===== src/rtl/atom_mem_arbiter.sv =====
// Shares the single-port Atom memory array between the core bus and the HPS ioctl download stream.
// Optional download checksum output dl_sum is built when ATOM_DL_CHECKSUM_EN is defined.
module atom_mem_arbiter #(
    parameter int                ADDR_W     = 18,
    parameter int                FIFO_DEPTH = 4,
    parameter logic [ADDR_W-1:0] DL_BASE    = ADDR_W'(18'h17000),
    parameter int                DL_SIZE    = 4096
) (
    input  logic              clk_main,
    input  logic              reset_n,
    input  logic              cpu_ce,
    input  logic              cpu_we,
    input  logic [ADDR_W-1:0] cpu_addr,
    input  logic [7:0]        cpu_din,
    output logic [7:0]        cpu_dout,
    input  logic              dl_active,
    input  logic              dl_wr,
    input  logic [24:0]       dl_addr,
    input  logic [7:0]        dl_data,
    output logic              dl_wait,
    output logic              dl_err,
    output logic              cpu_hold,
`ifdef ATOM_DL_CHECKSUM_EN
    output logic [7:0]        dl_sum,
`endif
    output logic [ADDR_W-1:0] mem_addr,
    output logic [7:0]        mem_din,
    output logic              mem_we,
    input  logic [7:0]        mem_dout
);

    localparam int PTR_W = (FIFO_DEPTH > 1) ? $clog2(FIFO_DEPTH) : 1;
    localparam int CNT_W = PTR_W + 1;

    typedef enum logic [1:0] {
        IDLE    = 2'd0,
        LOAD    = 2'd1,
        FLUSH   = 2'd2,
        RELEASE = 2'd3
    } state_t;

    state_t state_q, state_d;

    logic [7:0]        fifo_data [FIFO_DEPTH];
    logic [11:0]       fifo_off  [FIFO_DEPTH];
    logic [PTR_W-1:0]  wr_ptr_q, rd_ptr_q;
    logic [CNT_W-1:0]  count_q, count_d;

    logic              dl_active_q;
    logic              dl_rise;
    logic              fifo_empty, fifo_full, in_window;
    logic              wr_req, push, drop, pop, grant_cpu;
    logic              rd_pending_q;
    logic [ADDR_W-1:0] last_addr_q;
    logic [7:0]        last_din_q;

    assign dl_rise    = dl_active && !dl_active_q;
    assign fifo_empty = (count_q == '0);
    assign fifo_full  = (count_q == CNT_W'(FIFO_DEPTH));
    assign in_window  = (dl_addr < 25'(DL_SIZE));

    assign wr_req = (state_q == LOAD) && dl_wr;
    assign push   = wr_req && !fifo_full && in_window;
    assign drop   = wr_req && (fifo_full || !in_window);

    // Grants are gated by reset so an asserted reset can never leak a write to the array.
    assign grant_cpu = reset_n && cpu_ce;
    assign pop       = reset_n && !cpu_ce && !fifo_empty;

    assign cpu_hold  = (state_q != IDLE);

    // Combinational port mux; an idle port replays the last address and data.
    always_comb begin
        mem_addr = last_addr_q;
        mem_din  = last_din_q;
        mem_we   = 1'b0;
        if (grant_cpu) begin
            mem_addr = cpu_addr;
            mem_din  = cpu_din;
            mem_we   = cpu_we;
        end else if (pop) begin
            mem_addr = DL_BASE + ADDR_W'(fifo_off[rd_ptr_q]);
            mem_din  = fifo_data[rd_ptr_q];
            mem_we   = 1'b1;
        end
    end

    always_comb begin
        count_d = count_q;
        case ({push, pop})
            2'b10:   count_d = count_q + 1'b1;
            2'b01:   count_d = count_q - 1'b1;
            default: count_d = count_q;
        endcase
    end

    always_comb begin
        state_d = state_q;
        case (state_q)
            IDLE:    if (dl_active)  state_d = LOAD;
            LOAD:    if (!dl_active) state_d = FLUSH;
            FLUSH:   if (fifo_empty) state_d = RELEASE;
            RELEASE: state_d = IDLE;
            default: state_d = IDLE;
        endcase
    end

    // NOTE: sequential state uses non-blocking assignments so every register samples pre-edge values.
    always_ff @(posedge clk_main or negedge reset_n) begin
        if (!reset_n) begin
            state_q      <= IDLE;
            wr_ptr_q     <= '0;
            rd_ptr_q     <= '0;
            count_q      <= '0;
            dl_active_q  <= 1'b0;
            dl_wait      <= 1'b0;
            dl_err       <= 1'b0;
            rd_pending_q <= 1'b0;
            cpu_dout     <= 8'h00;
            last_addr_q  <= '0;
            last_din_q   <= 8'h00;
        end else begin
            state_q      <= state_d;
            dl_active_q  <= dl_active;
            count_q      <= count_d;
            dl_wait      <= (count_d >= CNT_W'(FIFO_DEPTH - 1));
            last_addr_q  <= mem_addr;
            last_din_q   <= mem_din;
            rd_pending_q <= grant_cpu && !cpu_we;
            if (push) wr_ptr_q <= wr_ptr_q + 1'b1;
            if (pop)  rd_ptr_q <= rd_ptr_q + 1'b1;
            if (rd_pending_q) cpu_dout <= mem_dout;
            if (dl_rise)   dl_err <= 1'b0;
            else if (drop) dl_err <= 1'b1;
        end
    end

    // NOTE: FIFO storage has no reset; the pointers and count alone define what is valid.
    always_ff @(posedge clk_main) begin
        if (push) begin
            fifo_data[wr_ptr_q] <= dl_data;
            fifo_off[wr_ptr_q]  <= dl_addr[11:0];
        end
    end

`ifdef ATOM_DL_CHECKSUM_EN
    logic [7:0] sum_q;

    always_ff @(posedge clk_main or negedge reset_n) begin
        if (!reset_n)     sum_q <= 8'h00;
        else if (dl_rise) sum_q <= 8'h00;
        else if (pop)     sum_q <= sum_q + mem_din;
    end

    assign dl_sum = sum_q;
`endif

endmodule


===== config.mk =====
export PLATFORM = sky130hd
export DESIGN_NAME = atom_mem_arbiter
export DESIGN_NICKNAME = d
export VERILOG_FILES = /design/src/rtl/atom_mem_arbiter.sv
export SDC_FILE = /design/constraint.sdc
export NUM_CORES = 1
export LEC_CHECK = 0
export CAP_MARGIN = 5
export CORE_ASPECT_RATIO = 2
export CORE_MARGIN = 3
export CORE_UTILIZATION = 40
export CTS_BUF_LIST = sky130_fd_sc_hd__clkbuf_8
export CTS_CLUSTER_SIZE = 12
export DETAILED_ROUTE_END_ITERATION = 8
export HOLD_SLACK_MARGIN = 0.1
export PLACE_DENSITY = 0.66
export SKIP_CTS_REPAIR_TIMING = 1
export SLEW_MARGIN = 5
export SYNTH_ARGS = -nofsm -noshare
export SYNTH_HDL_FRONTEND = slang
export SYNTH_SLANG_ARGS = --single-unit
export TNS_END_PERCENT = 1

===== constraint.sdc =====
create_clock -name clk_main -period 2.9 [get_ports clk_main]
set_clock_uncertainty 0.05 [all_clocks]
set_input_delay 0.29 -clock clk_main [delete_from_list [all_inputs] [get_ports clk_main]]
set_output_delay 0.29 -clock clk_main [all_outputs]
set_load 0.005 [all_outputs]

==> results.yml <==
finish:
  fin_area_mm2: 0.00678
  drive_gt1_frac: 0.200
  fillers: 999
  area_growth_pct: 36.7
  finish.net_count: 494
  fin_util: 0.559
  fin_cells: 572
cts:
  root_buffer: "clkbuf_8"
  clk_latency_ns: 0.42
  cts_num_sinks: 127
  cts_tree: "done"
  cts_max_level: 4
  numCtsBuffers: 17
  clockBufferDepth: 2
  clk_pin_slew_ns: 0.07
yosys:
  synth_top_area_share: 0.484
  synth-edff-count: 80
  synth_compound_area_frac: 0.0613
  synth_top_family_by_area: "multiplexers"
  synthAdderAreaFrac: 0.0267
  synth_area_mm2: 0.00496
  avgSynthCellArea_um2: 18.1
  synth_largest_area_cell: "edfxtp_1"
  yosys_warnings: 0
  ys_seq_elements: 127
  synth_xor_area_frac: 0.0106
  synthMuxAreaShare: 0.116
  synth.area.top_cells: "edfxtp_1, dfrtp_1, mux4_2"
  syn_nets: 357
  synthArstFlopShare: 0.370
  synth-simple-area-share: 0.0297
  synth_cell_types: 32
  synthesis.instances: 274
  yosysSeqAreaShare: 0.721
  ys.flop_type: "edfxtp_1"
sta:
  worstMarginPinSlew_ns: 0.337
  finalWorstPathRequiredPeriod_ns: 2.88
  timing.fmax_mhz: 347
  setup_violations: 0
  rsz0062_at_grt: "true"
  slew_viol_final: 0
  maxSlewHeadroom: 0.775
  finalHoldViolCount: 0
  finalCritPeriodShare: 0.994
  holdWs_ns: 0.209
die:
  rows: 57
  ios: 111
  dieArea_mm2: 0.0139
  core_region_area_mm2: 0.0121
  fp.dieH_um: 164
  start_util: 0.409
  die_x_um: 84.8
job:
  maxCapViolCount: 0
detailed_routing:
  wl_mm: 10.7
  dr.pass1.iters: 5
  drc_errors: 0
  wl_per_cell_um: 18.8
  antenna_left: 0
  dr_total_vias: 2972
  via_per_inst: 5.20
  drt_iter0_markers: 152
grt:
  grt_max_degree: 24
  antenna_found_initial: 1
  grt_pass1_wl_mm: 16.9
  track_usage: 0.162
  grt_overflow: 0
  grt_pass1_vias: 3317
placement:
  port_buffers: 110
  post-place-cells: 536
  dp_hpwl_mm: 7.57
  placed_cell_area_mm2: 0.00633
  gp_congestion: 0.726
setup_path:
  critPathLaunchType: "register"
  critPathCaptureType: "primary output"
  path_class: "register to primary output"
  worst-endpoint-required_ns: 2.56
  critPathArrivalTime_ns: 2.54
  worstPathMaxFanout: 19
pwr:
  vdd_drop_max_uv: 502
  p_leak_nw: 2.67
  power_density_mw_per_mm2: 775
  total_power_mw: 5.26
run_status:
  status: "finished, final reports clean"
min_path:
  holdCritPathClass: "input port to asynchronous set/reset pin"
[routing by layer]
metal | GRT usage | share of wire | vias to the layer above
met1 | 0.169 | 0.35 | 1529
met4 | 0.0713 | 0.016 | 0
met3 | 0.0374 | 0.041 | 12
li1 | - | - | 1344
met2 | 0.304 | 0.59 | 87
met5 | 0 | 0 | -
[power breakdown]
part	total [mW]	internal [mW]	switching, mW
Clock	1.53	0.844	0.684
Sequential	2.25	2.13	0.111
Combinational	1.49	0.888	0.598
Total	5.26	3.87	1.39
[through the flow]
stage | TNS, ns | setup slack [ns]
final | 0 | 0.0175
after detailed placement | 0 | 0.172
after global placement | 0 | 0.220
after CTS | -0.380 | -0.0738
after global routing | -0.753 | -0.0823
after floorplan | 0 | 0.426
[flip-flops by register name (all words and copies together) (netlist names), 2 cells and up]
signal       count
fifo_data       32
rd_ptr_q         2
cpu_dout         8
last_addr_q     18
wr_ptr_q         2
count_q          3
state_q          2
last_din_q       8
fifo_off        48
[synth_stat cells, types with 2 or more instances]
cell      count
a21o_1        2
a21oi_1       3
a222oi_1     20
and2_1        5
buf_2         4
buf_6         3
clkbuf_1      6
dfrtp_1      47
edfxtp_1     80
ha_1          9
inv_1        26
mux2_2       11
mux4_2       20
nand2_1       8
nor2_1        4
nor3_1        2
nor4_1        2
o21ai_0       2
o22a_1        3
xnor2_1       4
xor2_1        2
[worst max-delay path, cell delays in order (launching register included)]
cell and delay, ns:
dfrtp_1 0.42, or3_4 0.43, and3b_1 0.22, buf_12 0.16, a222oi_1 0.30, inv_1 0.12, clkdlybuf4s50_1 0.46
[logic make-up after synthesis]
family,after synthesis
buf+inv,39
simple gates,27
mux,31
flops,127
compound gates,34
xor+xnor,6
fa+ha+maj,10
[cell type report]
type,count,area (um^2),share of cell area
multi-input combinational,108,1210,0.179
sequential,127,3580,0.528
clock buffer,17,234,0.0345
inverter,26,97.6,0.0144
clock inverter,15,169,0.0249
antenna,1,2.50,0.000369
timing repair buffer,131,1300,0.192
tap,147,184,0.0271
[cells in the final DEF (no fill, tap or decap), drive strengths merged, types with 4 or more instances in the layout]
| master | count |
|---|---|
| mux4 | 20 |
| xnor2 | 4 |
| mux2 | 11 |
| dfrtp | 47 |
| buf | 21 |
| nor2 | 4 |
| inv | 28 |
| dlymetal6s2s | 8 |
| ha | 9 |
| clkinv | 7 |
| nand2 | 8 |
| clkdlybuf4s50 | 101 |
| a222oi | 20 |
| and2 | 5 |
| edfxtp | 80 |
| clkbuf | 17 |
[path summary, 6_finish.rpt]
path                                start               to  slack (ns)  cells after the start
setup / recovery               count_q[2]      mem_addr[6]        0.02                      6
hold / removal                    reset_n  last_addr_q[16]        0.21                      2
setup reg to reg               count_q[2]          dl_wait        0.35                      9
hold reg to reg            last_addr_q[0]   last_addr_q[0]        0.43                      2
max in group asynchronous         reset_n      rd_ptr_q[0]        1.97                      3
min in group clk_main           dl_active      dl_active_q        0.33                      1
(Power assumes the default switching activity.)
